$ cat src/rtl/chip8_vga_scanout_pkg.sv
// Shared CHIP-8 video constants and types for the scanout and the CPU side.
// The CHIP8_SCANLINE_EN build option is applied in chip8_vga_scanout.sv.
package chip8_vga_scanout_pkg;

    localparam int FB_W_LO          = 64;
    localparam int FB_H_LO          = 32;
    localparam int FB_W_HI          = 128;
    localparam int FB_H_HI          = 64;
    localparam int WORDS_PER_ROW_LO = FB_W_LO / 16;
    localparam int WORDS_PER_ROW_HI = FB_W_HI / 16;
    localparam int SCALE_X_LO       = 10;
    localparam int SCALE_X_HI       = 5;
    localparam int SCALE_Y_LO       = 14;
    localparam int SCALE_Y_HI       = 7;

    localparam int RGB_R_LSB = 5;
    localparam int RGB_G_LSB = 2;
    localparam int RGB_B_LSB = 0;

    localparam int ADDR_W = 9;

    typedef logic [7:0] rgb332_t;

    typedef struct packed {
        logic    hsync;
        logic    vsync;
        logic    de;
        logic    vblank;
        rgb332_t rgb;
    } vga_out_t;

    localparam vga_out_t VGA_OUT_RESET = '{hsync: 1'b1, vsync: 1'b1, de: 1'b0,
                                           vblank: 1'b0, rgb: 8'h00};

    // Halve every RGB332 channel independently (scanline darkening).
    function automatic rgb332_t rgb332_dim(input rgb332_t c);
        rgb332_t d;
        d = '0;
        d[RGB_R_LSB +: 3] = c[RGB_R_LSB +: 3] >> 1;
        d[RGB_G_LSB +: 3] = c[RGB_G_LSB +: 3] >> 1;
        d[RGB_B_LSB +: 2] = c[RGB_B_LSB +: 2] >> 1;
        return d;
    endfunction

endpackage

$ cat src/rtl/chip8_vga_scanout_if.sv
// Framebuffer read port A: the scanout drives the word address, the RAM returns data one cycle later.
interface chip8_vga_scanout_if;
    import chip8_vga_scanout_pkg::*;

    logic [ADDR_W-1:0] vgabuf_addr;
    logic [15:0]       vgabuf_data;

    modport master (output vgabuf_addr, input vgabuf_data);
    modport slave  (input vgabuf_addr, output vgabuf_data);
endinterface

$ cat src/rtl/chip8_vga_scanout_vga_timing.sv
// Free-running VGA raster counters with un-delayed sync, active-area and vblank decodes.
module chip8_vga_scanout_vga_timing #(
    parameter int H_ACTIVE = 640,
    parameter int H_FP     = 16,
    parameter int H_SYNC   = 96,
    parameter int H_BP     = 48,
    parameter int V_ACTIVE = 480,
    parameter int V_FP     = 10,
    parameter int V_SYNC   = 2,
    parameter int V_BP     = 33
) (
    input  logic       vgaClk,
    input  logic       rst,
    output logic [9:0] h,
    output logic [9:0] v,
    output logic       hsync,
    output logic       vsync,
    output logic       active,
    output logic       vblank
);

    localparam logic [9:0] H_LAST     = 10'(H_ACTIVE + H_FP + H_SYNC + H_BP - 1);
    localparam logic [9:0] V_LAST     = 10'(V_ACTIVE + V_FP + V_SYNC + V_BP - 1);
    localparam logic [9:0] H_ACT      = 10'(H_ACTIVE);
    localparam logic [9:0] V_ACT      = 10'(V_ACTIVE);
    localparam logic [9:0] HS_START   = 10'(H_ACTIVE + H_FP);
    localparam logic [9:0] HS_END     = 10'(H_ACTIVE + H_FP + H_SYNC);
    localparam logic [9:0] VS_START   = 10'(V_ACTIVE + V_FP);
    localparam logic [9:0] VS_END     = 10'(V_ACTIVE + V_FP + V_SYNC);

    // NOTE: sequential state uses non-blocking assignments so every register samples pre-edge values.
    always_ff @(posedge vgaClk) begin
        if (rst) begin
            h <= '0;
            v <= '0;
        end else if (h == H_LAST) begin
            h <= '0;
            v <= (v == V_LAST) ? 10'd0 : v + 10'd1;
        end else begin
            h <= h + 10'd1;
        end
    end

    assign hsync  = !((h >= HS_START) && (h < HS_END));
    assign vsync  = !((v >= VS_START) && (v < VS_END));
    assign active = (h < H_ACT) && (v < V_ACT);
    assign vblank = (h == 10'd0) && (v == V_ACT);

endmodule

$ cat src/rtl/chip8_vga_scanout.sv
// CHIP-8 framebuffer scanout: fetches 16-bit words, serialises scaled pixels, drives VGA RGB332.
// Build option CHIP8_SCANLINE_EN darkens odd picture rows; timing is identical either way.
module chip8_vga_scanout
    import chip8_vga_scanout_pkg::*;
#(
    parameter int      H_ACTIVE = 640,
    parameter int      H_FP     = 16,
    parameter int      H_SYNC   = 96,
    parameter int      H_BP     = 48,
    parameter int      V_ACTIVE = 480,
    parameter int      V_FP     = 10,
    parameter int      V_SYNC   = 2,
    parameter int      V_BP     = 33,
    parameter int      V_BORDER = 16,
    parameter rgb332_t FG_COLOR = 8'hFF,
    parameter rgb332_t BG_COLOR = 8'h00
) (
    input  logic                vgaClk,
    input  logic                rst,
    input  logic                hires,
    chip8_vga_scanout_if.master fb,
    output logic                vga_hsync,
    output logic                vga_vsync,
    output logic                vga_de,
    output rgb332_t             vga_rgb,
    output logic                vblank
);

    localparam logic [9:0] H_LAST    = 10'(H_ACTIVE + H_FP + H_SYNC + H_BP - 1);
    localparam logic [9:0] H_FETCH   = 10'(H_ACTIVE - 1);
    localparam logic [9:0] V_LAST    = 10'(V_ACTIVE + V_FP + V_SYNC + V_BP - 1);
    localparam logic [9:0] WIN_START = 10'(V_BORDER);
    localparam logic [9:0] WIN_END   = 10'(V_ACTIVE - V_BORDER);

    logic [9:0] h, v;
    logic       t_hsync, t_vsync, t_active, t_vblank;

    chip8_vga_scanout_vga_timing #(
        .H_ACTIVE (H_ACTIVE), .H_FP (H_FP), .H_SYNC (H_SYNC), .H_BP (H_BP),
        .V_ACTIVE (V_ACTIVE), .V_FP (V_FP), .V_SYNC (V_SYNC), .V_BP (V_BP)
    ) u_timing (
        .vgaClk (vgaClk),
        .rst    (rst),
        .h      (h),
        .v      (v),
        .hsync  (t_hsync),
        .vsync  (t_vsync),
        .active (t_active),
        .vblank (t_vblank)
    );

    logic              hires_q;
    logic [3:0]        hsub;
    logic [3:0]        pbit;
    logic [3:0]        vsub;
    logic [5:0]        row;
    logic [15:0]       shreg;
    logic [ADDR_W-1:0] addr_q;

    logic              sx_last;
    logic [3:0]        sy_last;
    logic [5:0]        row_max;
    logic [9:0]        v_next;
    logic [3:0]        vsub_nxt;
    logic [5:0]        row_nxt;
    logic [ADDR_W-1:0] row_base;

    assign sx_last = (hsub == (hires_q ? 4'(SCALE_X_HI - 1) : 4'(SCALE_X_LO - 1)));
    assign sy_last = hires_q ? 4'(SCALE_Y_HI - 1) : 4'(SCALE_Y_LO - 1);
    assign row_max = hires_q ? 6'(FB_H_HI - 1) : 6'(FB_H_LO - 1);
    assign v_next  = (v == V_LAST) ? 10'd0 : v + 10'd1;

    // Vertical scaling is tracked for the line about to be fetched, one line ahead of the display.
    // NOTE: every always_comb output gets a default first, so no path can infer a latch.
    always_comb begin
        vsub_nxt = vsub;
        row_nxt  = row;
        if (v_next == WIN_START) begin
            vsub_nxt = '0;
            row_nxt  = '0;
        end else if ((v_next > WIN_START) && (v_next < WIN_END)) begin
            if (vsub == sy_last) begin
                vsub_nxt = '0;
                if (row != row_max) row_nxt = row + 6'd1;
            end else begin
                vsub_nxt = vsub + 4'd1;
            end
        end
    end

    assign row_base = hires_q ? ADDR_W'(row_nxt) * ADDR_W'(WORDS_PER_ROW_HI)
                              : ADDR_W'(row_nxt) * ADDR_W'(WORDS_PER_ROW_LO);

    // Word n+1 is addressed when word n enters the shift register, giving a full word of lead time.
    always_ff @(posedge vgaClk) begin
        if (rst) begin
            hires_q <= 1'b0;
            hsub    <= '0;
            pbit    <= '0;
            vsub    <= '0;
            row     <= '0;
            shreg   <= '0;
            addr_q  <= '0;
        end else begin
            if ((h == 10'd0) && (v == 10'd0)) hires_q <= hires;
            if (h == H_FETCH) begin
                vsub   <= vsub_nxt;
                row    <= row_nxt;
                addr_q <= row_base;
            end
            if (h == H_LAST) begin
                hsub   <= '0;
                pbit   <= '0;
                shreg  <= fb.vgabuf_data;
                addr_q <= addr_q + ADDR_W'(1);
            end else if (h < H_FETCH) begin
                if (sx_last) begin
                    hsub <= '0;
                    pbit <= pbit + 4'd1;
                    if (pbit == 4'hF) begin
                        shreg  <= fb.vgabuf_data;
                        addr_q <= addr_q + ADDR_W'(1);
                    end else begin
                        shreg <= shreg << 1;
                    end
                end else begin
                    hsub <= hsub + 4'd1;
                end
            end
        end
    end

    assign fb.vgabuf_addr = addr_q;

    vga_out_t pix_d, pipe_q1, pipe_q2;
    logic     in_window;

    assign in_window = t_active && (v >= WIN_START) && (v < WIN_END);

    always_comb begin
        pix_d.hsync  = t_hsync;
        pix_d.vsync  = t_vsync;
        pix_d.de     = t_active;
        pix_d.vblank = t_vblank;
        pix_d.rgb    = 8'h00;
        if (in_window) begin
            pix_d.rgb = shreg[15] ? FG_COLOR : BG_COLOR;
`ifdef CHIP8_SCANLINE_EN
            if (v[0]) pix_d.rgb = rgb332_dim(pix_d.rgb);
`endif
        end else if (t_active) begin
            pix_d.rgb = BG_COLOR;
        end
    end

    // NOTE: the output pipe is reset as well, so syncs sit idle-high from the first cycle after reset.
    always_ff @(posedge vgaClk) begin
        if (rst) begin
            pipe_q1 <= VGA_OUT_RESET;
            pipe_q2 <= VGA_OUT_RESET;
        end else begin
            pipe_q1 <= pix_d;
            pipe_q2 <= pipe_q1;
        end
    end

    assign vga_hsync = pipe_q2.hsync;
    assign vga_vsync = pipe_q2.vsync;
    assign vga_de    = pipe_q2.de;
    assign vblank    = pipe_q2.vblank;
    assign vga_rgb   = pipe_q2.rgb;

endmodule

$ cat src/flat_wrapper.sv
// flat-port wrapper written by rule: the top's interface ports become plain ports
module chip8_vga_scanout_flat import chip8_vga_scanout_pkg::*;
#(
    parameter int      H_ACTIVE = 640,
    parameter int      H_FP     = 16,
    parameter int      H_SYNC   = 96,
    parameter int      H_BP     = 48,
    parameter int      V_ACTIVE = 480,
    parameter int      V_FP     = 10,
    parameter int      V_SYNC   = 2,
    parameter int      V_BP     = 33,
    parameter int      V_BORDER = 16,
    parameter rgb332_t FG_COLOR = 8'hFF,
    parameter rgb332_t BG_COLOR = 8'h00
)
  (vgaClk, rst, hires, vga_hsync, vga_vsync, vga_de, vga_rgb, vblank, fb_vgabuf_addr, fb_vgabuf_data);
  chip8_vga_scanout_if fb_i ();
  input  logic vgaClk;
  input  logic rst;
  input  logic hires;
  output logic vga_hsync;
  output logic vga_vsync;
  output logic vga_de;
  output rgb332_t vga_rgb;
  output logic vblank;
  output wire logic [$bits(fb_i.vgabuf_addr)-1:0] fb_vgabuf_addr;
  input wire logic [$bits(fb_i.vgabuf_data)-1:0] fb_vgabuf_data;
  assign fb_vgabuf_addr = fb_i.vgabuf_addr;
  assign fb_i.vgabuf_data = fb_vgabuf_data;
  chip8_vga_scanout #(.H_ACTIVE(H_ACTIVE), .H_FP(H_FP), .H_SYNC(H_SYNC), .H_BP(H_BP), .V_ACTIVE(V_ACTIVE), .V_FP(V_FP), .V_SYNC(V_SYNC), .V_BP(V_BP), .V_BORDER(V_BORDER), .FG_COLOR(FG_COLOR), .BG_COLOR(BG_COLOR)) u_core (.vgaClk(vgaClk), .rst(rst), .hires(hires), .fb(fb_i), .vga_hsync(vga_hsync), .vga_vsync(vga_vsync), .vga_de(vga_de), .vga_rgb(vga_rgb), .vblank(vblank));
endmodule
$ cat config.mk
export PLATFORM = sky130hd
export DESIGN_NAME = chip8_vga_scanout_flat
export DESIGN_NICKNAME = d
export VERILOG_FILES = /design/src/rtl/chip8_vga_scanout_pkg.sv /design/src/rtl/chip8_vga_scanout_if.sv /design/src/rtl/chip8_vga_scanout_vga_timing.sv /design/src/rtl/chip8_vga_scanout.sv /design/src/flat_wrapper.sv
export SDC_FILE = /design/constraint.sdc
export NUM_CORES = 1
export LEC_CHECK = 0
export CORE_MARGIN = 8
export CORE_UTILIZATION = 54
export DETAILED_ROUTE_END_ITERATION = 8
export GPL_TIMING_DRIVEN = 0
export HOLD_SLACK_MARGIN = 0.06
export PLACE_DENSITY_LB_ADDON = 0.05
export SYNTH_ARGS = -nofsm -noshare
export SYNTH_HDL_FRONTEND = slang
export SYNTH_SLANG_ARGS = --single-unit
$ cat constraint.sdc
create_clock -name vgaClk -period 5.6 [get_ports vgaClk]
set_clock_uncertainty 0.1 [all_clocks]
set_input_delay 0.56 -clock vgaClk [delete_from_list [all_inputs] [get_ports vgaClk]]
set_output_delay 0.56 -clock vgaClk [all_outputs]
set_load 0.05 [all_outputs]
==> summary.txt <==
Run status
  – Outcome: finished clean

Critical path
  – Crit path kind: flip-flop to flip-flop
  – Req. time, crit path: 5.73 ns
  – Most used cell, CP: a211o_1
  – WP buf/inv: 3
  – Worst path slowest cell: dfxtp_1
  – Crit-path max FO: 10
  – CP max stage delay: 0.35 ns
  – Worst EP arrival: 3.03 ns
  – Crit start category: flip-flop
  – CP cell instances: buf_4 -> inv_1 -> ha_1 -> nor4b_2 -> and3_1 -> buf_6 -> a211o_1 -> o211a_1 -> o221ai_1 -> nor4_2 -> a211o_1
  – Cell family with most CP delay: compound AO/OA/AOI/OAI gates
  – Type of element capturing the critical path: flip-flop

STA
  – Clock period minus worst slack: 2.89 ns
  – Final cycle utilization of the critical path: 0.516
  – Final hold viol count: 0
  – Final setup fails: 0
  – TNS Setup: 0 ns
  – RSZ-0062 raised after global routing: no
  – Fmax: 0.346 GHz
  – Setup WS post-layout: 2.71 ns
  – Max Slew Vio Count: 0
  – Max_slew headroom: 0.624
  – Worst slew pin tran: 0.564 ns

Clocking
  – Clock transition at path regs: 0.09 ns
  – TritonCTS clock tree: built
  – CTS resizes: 0
  – CTS max path bufs: 2
  – Clock Sinks: 74
  – Root buffer cell: clkbuf_8
  – Post-CTS setup buffer count: 0
  – CTS buffer count: 9
  – Clock Latency Late Sink: 0.35 ns
  – H-tree depth: 3
  – Hold Buf Count CTS: 0

Hold path
  – Hold Path Class: flip-flop to flip-flop

Placed design
  – DP Wirelength: 7.23 mm
  – IO buf count: 39
  – Place WS: 2.77 ns
  – Gp weighted congestion: 0.911

Die
  – Ports: 40
  – Initial Util: 0.550
  – Die Area: 0.0108 mm²
  – Die height: 104 µm
  – Core Rows: 32
  – Die X-Extent: 104 µm
  – Core Area: 0.00761 mm²

Yosys
  – Async SR Flop Fraction: 0
  – Syn_area_per_cell: 8.46 µm²
  – Sequential share of the synthesized area: 0.354
  – Syn_nets: 524
  – Synth warn: 0
  – Yosys reg bits: 74
  – Number of library cell types mapped by synthesis: 75
  – Post-Syn Area: 0.00419 mm²
  – Post-synth top flop: dfxtp_1
  – Synth Instances: 495
  – Number of synthesized flops with an enable pin: 0

Final layout
  – Final-layout fill cell count: 690
  – Share of cells above drive strength 1: 0.120
  – Final Net Count: 574
  – # diodes: 0
  – Finished Core Util: 0.644
  – Area Growth Syn to Fin: 17.0%

Global route
  – Largest net degree at the start of global routing: 14
  – GRT Total Usage: 0.180
  – Gr ovfl total: 0
  – Vias in the first global route: 3512
  – Antenna violations before repair: 0
  – First-pass GRT wire length: 16.5 mm

Drt
  – 1st-pass router iterations: 4
  – Number of antenna-violating nets in the routed design: 0
  – WL/cell: 15.1 µm
  – Via count: 3734
  – First DRT Iteration DRCs: 201
  – Drc violations: 0
  – Routed wire length: 9.82 mm
  – Via density: 5.73

Pwr
  – Pwr per Cell Area: 205 mW/mm²
  – Peak supply drop: 117 µV
  – Design Power: 1.00 mW
  – Leakage power: 1.85 nW

Run
  – Max_cap viols: 0
cells in the mapped netlist (5+ instances only):
library cell	count	area [µm²]
dfxtp_1	74	1480
nor2_1	68	255
a21oi_1	25	125
nand2_1	24	90.1
o21ai_0	22	110
a211oi_1	20	150
mux2i_1	19	190
nand3_1	17	85.1
clkbuf_1	13	48.8
nand4_1	13	81.3
buf_2	12	60.1
inv_1	12	45.0
nor3_1	12	60.1
buf_4	11	82.6
xor2_1	11	96.3
a31oi_1	10	62.6
ha_1	10	125
and3_1	9	56.3
xnor2_1	6	52.6
and4_1	5	43.8
buf_6	5	56.3
nand3b_1	5	37.5
nand4b_1	5	43.8
o211ai_1	5	37.5
metrics by stage:
| step | instance area [µm²] | cells | hold slack (ns) |
|---|---|---|---|
| finish | 4900 | 652 | 0.315 |
| CTS | 4900 | 652 | 0.317 |
| global placement | 4710 | 636 | 0.294 |
| detailed placement | 4710 | 636 | 0.298 |
| global route | 4900 | 652 | 0.337 |
| floorplan | 4190 | 495 | 0.289 |
per-layer routing:
layer | share of wire | routed length, µm | global-route usage
met1 | 0.47 | 4600 | 0.224
met2 | 0.48 | 4690 | 0.301
met3 | 0.042 | 412 | 0.0421
met4 | 0.013 | 124 | 0.0527
met5 | 0 | 0 | 0
final timing paths:
check                                     startpoint                  endpoint  slack (ns)  cells after the start
worst max-delay path            u_core.u_timing.v[0]  u_core.fb.vgabuf_addr[5]        2.71                     11
worst min-delay path              u_core.pipe_q1[11]          u_core.vga_hsync        0.31                      1
worst max register to register  u_core.u_timing.v[0]  u_core.fb.vgabuf_addr[5]        2.71                     11
worst min register to register    u_core.pipe_q1[11]          u_core.vga_hsync        0.31                      1
state kept, by name, indices dropped and copies added, names as in the netlist:
register,cells
u_core.shreg,16
u_core.u_timing.h,10
u_core.u_timing.v,10
u_core.fb.vgabuf_addr,9
u_core.row,6
u_core.pipe_q1,5
u_core.hsub,4
u_core.pbit,4
u_core.vsub,4
u_core.hires_q,1
u_core.vblank,1
u_core.vga_de,1
u_core.vga_hsync,1
u_core.vga_rgb,1
u_core.vga_vsync,1
power by group:
group	internal [mW]	switching, mW	leakage (nW)
logic	0.0255	0.0281	1.15
clock network	0.205	0.205	0.0990
registers	0.533	0.00654	0.598
logic make-up after synthesis:
group | synth area share
adder cells (fa/ha/maj) | 0.0299
AO/OA/AOI/OAI | 0.185
multiplexers | 0.0481
buffers and inverters | 0.0729
AND/OR/NAND/NOR | 0.275
flip-flops | 0.354
XOR/XNOR | 0.0356
final cells by class:
cell class | count | area (µm²) | area share
multi-input combinational | 365 | 2400 | 0.490
sequential | 74 | 1480 | 0.302
timing repair buffer | 39 | 390 | 0.0797
buffer | 43 | 256 | 0.0523
tap | 102 | 128 | 0.0260
clock buffer | 9 | 124 | 0.0253
clock inverter | 7 | 70.1 | 0.0143
inverter | 13 | 48.8 | 0.00996
layout by cell type (no fill, tap or decap), types with 4 or more instances in the layout:
cell type,instances
nand2b_1,4
mux2i_1,19
buf_6,5
a211oi_1,20
o21ai_0,22
nor2b_1,4
nand4_1,13
nor4_1,4
xnor2_1,6
nand3b_1,5
ha_1,10
nand4b_1,5
clkbuf_1,13
and3_1,9
o211ai_1,5
and4_1,5
a31oi_1,10
nor4bb_1,4
clkdlybuf4s50_1,39
and2_1,4
inv_1,12
dfxtp_1,74
buf_2,12
nand3_1,17
a21oi_1,25
nand2_1,24
nor2_1,68
nor3_1,12
buf_4,11
clkbuf_8,9
xor2_1,11
No activity file was read; power rests on OpenSTA's default activity.
